**src/rtl/hazard_ctrl.sv**
```systemverilog
// Pipeline hazard controller: per-stage WEN/flush, PC enable, sticky halt and a stall counter.
// Controls are combinational from state and inputs; halted and stall_count are registered.
module hazard_ctrl #(
   parameter int CNT_W = 16
) (
   input  logic             CLK,
   input  logic             nRST,
   input  logic             ihit,
   input  logic             dhit,
   input  logic [4:0]       id_rs,
   input  logic [4:0]       id_rt,
   input  logic             id_uses_rt,
   input  logic             id_jump,
   input  logic             ex_MemRead,
   input  logic [4:0]       ex_rt,
   input  logic             mem_MemRead,
   input  logic             mem_MemWrite,
   input  logic             mem_branch_taken,
   input  logic             mem_halt,
   output logic             pc_WEN,
   output logic             ifid_WEN,
   output logic             ifid_flush,
   output logic             idex_WEN,
   output logic             idex_flush,
   output logic             exmem_WEN,
   output logic             exmem_flush,
   output logic             memwb_WEN,
   output logic             memwb_flush,
   output logic             halted,
   output logic [CNT_W-1:0] stall_count
);

   typedef enum logic [1:0] {RUN, DWAIT, HALT} state_t;

   state_t           state_q, state_d;
   logic             halted_q, halted_d;
   logic [CNT_W-1:0] stall_count_q, stall_count_d;

   logic memop, lduse;
   logic pc_wen_c, ifid_wen_c, ifid_flush_c, idex_wen_c, idex_flush_c;
   logic exmem_wen_c, exmem_flush_c, memwb_wen_c, memwb_flush_c;

   assign memop = mem_MemRead | mem_MemWrite;
   assign lduse = ex_MemRead && (ex_rt != 5'd0) &&
                  ((ex_rt == id_rs) || (id_uses_rt && (ex_rt == id_rt)));

   always_comb begin
      pc_wen_c      = 1'b1;
      ifid_wen_c    = 1'b1;
      ifid_flush_c  = 1'b0;
      idex_wen_c    = 1'b1;
      idex_flush_c  = 1'b0;
      exmem_wen_c   = 1'b1;
      exmem_flush_c = 1'b0;
      memwb_wen_c   = 1'b1;
      memwb_flush_c = 1'b0;
      state_d       = state_q;

      if (state_q == HALT) begin
         pc_wen_c    = 1'b0;
         ifid_wen_c  = 1'b0;
         idex_wen_c  = 1'b0;
         exmem_wen_c = 1'b0;
         memwb_wen_c = 1'b0;
      end else if (memop && !dhit) begin
         // Freeze the front; MEM/WB takes a bubble so the stalled op is not written back twice.
         pc_wen_c      = 1'b0;
         ifid_wen_c    = 1'b0;
         idex_wen_c    = 1'b0;
         exmem_wen_c   = 1'b0;
         memwb_flush_c = 1'b1;
         state_d       = DWAIT;
      end else begin
         state_d = RUN;
         if (mem_halt && !memop) begin
            pc_wen_c    = 1'b0;
            ifid_wen_c  = 1'b0;
            idex_wen_c  = 1'b0;
            exmem_wen_c = 1'b0;
            state_d     = HALT;
         end else if (mem_branch_taken) begin
            ifid_flush_c  = 1'b1;
            idex_flush_c  = 1'b1;
            exmem_flush_c = 1'b1;
         end else if (lduse) begin
            pc_wen_c     = 1'b0;
            ifid_wen_c   = 1'b0;
            idex_flush_c = 1'b1;
         end else if (id_jump) begin
            ifid_flush_c = 1'b1;
         end else if (!ihit) begin
            pc_wen_c     = 1'b0;
            ifid_flush_c = 1'b1;
         end
      end

      halted_d      = (state_d == HALT);
      stall_count_d = stall_count_q;
      if (state_q != HALT && !pc_wen_c && stall_count_q != {CNT_W{1'b1}})
         stall_count_d = stall_count_q + {{(CNT_W-1){1'b0}}, 1'b1};
   end

   always_ff @(posedge CLK or negedge nRST) begin
      if (!nRST) begin
         state_q       <= RUN;
         halted_q      <= 1'b0;
         stall_count_q <= '0;
      end else begin
         state_q       <= state_d;
         halted_q      <= halted_d;
         stall_count_q <= stall_count_d;
      end
   end

   // Reset forces every control low regardless of the registered state.
   assign pc_WEN      = nRST & pc_wen_c;
   assign ifid_WEN    = nRST & ifid_wen_c;
   assign ifid_flush  = nRST & ifid_flush_c;
   assign idex_WEN    = nRST & idex_wen_c;
   assign idex_flush  = nRST & idex_flush_c;
   assign exmem_WEN   = nRST & exmem_wen_c;
   assign exmem_flush = nRST & exmem_flush_c;
   assign memwb_WEN   = nRST & memwb_wen_c;
   assign memwb_flush = nRST & memwb_flush_c;
   assign halted      = halted_q;
   assign stall_count = stall_count_q;

endmodule

```
**config.mk**
```make
export PLATFORM = sky130hd
export DESIGN_NAME = hazard_ctrl
export DESIGN_NICKNAME = d
export VERILOG_FILES = /design/src/rtl/hazard_ctrl.sv
export SDC_FILE = /design/constraint.sdc
export NUM_CORES = 1
export LEC_CHECK = 0
export ABC_AREA = 1
export CAP_MARGIN = 20
export CORE_ASPECT_RATIO = 1.5
export CORE_MARGIN = 3
export CORE_UTILIZATION = 48
export CTS_CLUSTER_SIZE = 20
export DETAILED_ROUTE_END_ITERATION = 16
export GPL_ROUTABILITY_DRIVEN = 1
export PLACE_DENSITY = 0.89
export SLEW_MARGIN = 10
export SYNTH_ARGS = -nofsm -noshare
export SYNTH_HDL_FRONTEND = slang
export SYNTH_SLANG_ARGS = --single-unit
```
**constraint.sdc**
```tcl
create_clock -name CLK -period 2.4 [get_ports CLK]
set_input_delay 0.36 -clock CLK [delete_from_list [all_inputs] [get_ports CLK]]
set_output_delay 0.36 -clock CLK [all_outputs]
set_load 0.03 [all_outputs]
```
==> results.json <==
{
  "status": "complete, no violations",
  "drtAntennaViolNets": 0,
  "grt_pass1_vias": 1465,
  "fin_crit_ps": 2158,
  "required_ps": 2040,
  "whs_ps": 504.7,
  "drc": 0,
  "worstSetupPathType": "in2out",
  "setup_viol": 0,
  "cts_tree": "built",
  "fin_nets": 288,
  "yosys-top-cells-area": "dfrtp_1 (34%), nand2_1 (21%), nand4_1 (7.6%)",
  "grt_max_degree": 21,
  "arrival_ps": 1800,
  "rows": 23,
  "synthDistinctLibCells": 24,
  "start_util_pct": 51.35,
  "syn_inst": 209,
  "fill_cells": 225,
  "syn_area_um2": 1404,
  "boundaryPins": 52,
  "cts.path.max_buffers": 2,
  "maxCapViolCount": 0,
  "crit_buf_inv": 3,
  "r2r_slack_ps": 560,
  "ys_warn_count": 0,
  "area_growth_pct": 39.93,
  "synth_flop_cell": "dfrtp_1",
  "max_slew.worst_pin.slew_ps": 650.2,
  "critPathMaxFanout": 3,
  "setup_tns_ps": 0,
  "min_path_type": "in2async",
  "yosysMostFrequentCell": "nand2_1",
  "start_kind": "input port",
  "synth-seq-cells": 19,
  "p_leak_uw": 0.0009966,
  "grt_pass1_wl_um": 6127,
  "cts_sinks": 19,
  "rr_endpoint": "stall_count[7]",
  "gp_congestion": 0.8553,
  "drtIter0Drc": 59,
  "crit_chain": "clkdlybuf4s50_1, inv_1, nand2_1, nand2_1, nor2_1, nand3_1, nand2_1, nand3_2, nand2_1, nor2_1, buf_4",
  "critPathTopFamily": "buffers and inverters",
  "first_pass_iters": 4,
  "async_flop_share_pct": 100.0,
  "wire_per_inst_um": 12.58,
  "antenna_found_initial": 0,
  "avgViaCountPerCell": 4.970,
  "clock_skew_ps": 4.654,
  "design.die.area_um2": 3623,
  "clock_latency_ps": 260,
  "cts-resized-gates": 0,
  "drv_slew": 0,
  "synth_area_per_cell_um2": 6.717,
  "ir_drop_mv": 0.7304,
  "rsz0062_at_grt": "false",
  "drt-total-wl_um": 3736,
  "core_um2": 2734,
  "grt_overflow": 0,
  "cts_setup_buffers": 0,
  "detailed_place_hpwl_um": 2913,
  "die_h_um": 72.24,
  "post-synth-top-area-fraction_pct": 33.87,
  "fin_crit_sh_pct": 89.91,
  "r2r-start": "stall_count[0]",
  "worst_path_max_delay_cell": "clkdlybuf4s50_1",
  "cts_made_buffers": 3,
  "synthTopCellsByCount": "nand2_1 (77), inv_1 (25), nor2_1 (22)",
  "cts_hold_buf": 0,
  "htree_levels": 1,
  "max_freq_ghz": 0.4634,
  "vias": 1476,
  "drive_gt1_share_pct": 10.38,
  "track_usage_pct": 21.54,
  "slowest_delay_ps": 510,
  "antenna_cells": 0,
  "finalHoldViolCount": 0,
  "yosysSeqAreaShare_pct": 33.87,
  "yosysTopAreaCell": "dfrtp_1",
  "worst_r2r_path_depth": 9,
  "relSlewSlack_pct": 56.61,
  "endpoint_kind": "output port",
  "synth_edf_count": 0,
  "power.density_nw_per_um2": 570.3,
  "fp.dieW_um": 50.16,
  "port_buffers": 51,
  "cts_root_buf": "clkbuf_8",
  "cp-startpoint": "ex_rt[1]",
  "clk_pin_slew_ps": 70,
  "synth_nets": 236,
  "path_common_cell": "nand2_1"
}
==> flip-flops by register name (all words and copies together) (netlist names) <==
| register | count |
|---|---|
| state_q | 2 |
| stall_count | 16 |
| halted | 1 |
==> per-stage QoR <==
stage                     setup WS [ps]  instance area, um2  utilization, %  total power [uW]  cells
after floorplan                   264.9                1409               -             709.8    209
after CTS                         227.4                1964           71.85              1130    297
final                             242.1                1964           71.85              1120    297
after global routing              82.97                1964           71.85              1183    297
after global placement            278.8                1918           70.16             887.1    293
after detailed placement          235.4                1918           70.16             909.3    293
==> report_power, final <==
part	total, uW	switching (uW)	internal [uW]
Combinational	478	279	199
Sequential	422	56.0	366
Clock	220	105	116
==> cell families after synthesis <==
logic type                 after synthesis  share of synthesized area, %
and+or+nand+nor                        138                         45.01
buffers and inverters                   33                         10.07
DFF                                     19                         33.87
xor gates and xnor gates                14                         8.735
AOI/OAI and AO/OA                        4                         1.425
adders and majority gates                1                        0.8911
==> placed cells by master, fill, tap and decap left out <==
master / Yosys / final
nor3_1: 5 / 4
nand2_2: 2 / 2
nand3_2: 2 / 2
nand4_1: 17 / 17
inv_1: 25 / 25
inv_2: 2 / 2
ha_1: 1 / 1
nor2_1: 22 / 22
dfrtp_1: 19 / 19
nor2_4: 1 / 1
o21ai_0: 1 / 1
nor3_2: 1 / 2
a21oi_1: 3 / 3
nand3_1: 8 / 8
nand2_1: 77 / 77
xor2_1: 6 / 6
clkdlybuf4s50_1: 0 / 42
clkinv_2: 0 / 1
nor2_2: 1 / 1
buf_4: 2 / 11
nand2_4: 1 / 1
clkbuf_8: 0 / 3
xnor2_1: 8 / 8
nand3_4: 1 / 1
==> worst max-delay path by stage <==
| stage | end | slack [ps] | depth (start not counted) |
|---|---|---|---|
| floorplan | ifid_flush | 260 | 7 |
| global placement | pc_WEN | 280 | 11 |
| detailed placement | pc_WEN | 240 | 11 |
| CTS | pc_WEN | 230 | 11 |
| global route | ifid_flush | 80 | 9 |
| finish | pc_WEN | 240 | 11 |
==> layout make-up <==
cell class	instances	area, um2	area share [%]
multi-input cells	157	792.0	40.32
clock buffers	3	41.29	2.102
inverters	27	101.3	5.159
flip-flops and latches	19	475.5	24.20
repair buffers	53	503.0	25.61
well taps	37	46.29	2.357
clock inverters	1	5.005	0.2548
==> routing by layer <==
layer  GRT usage, %  share of wire, %  up-vias  wire length, um
met3          2.053               5.4        5              202
li1               -                 -      761                -
met2          44.48                56       41             2081
met4          8.000               1.3        0               48
met5              0                 0        -                0
met1          20.93                38      669             1403
(Power assumes the default switching activity.)
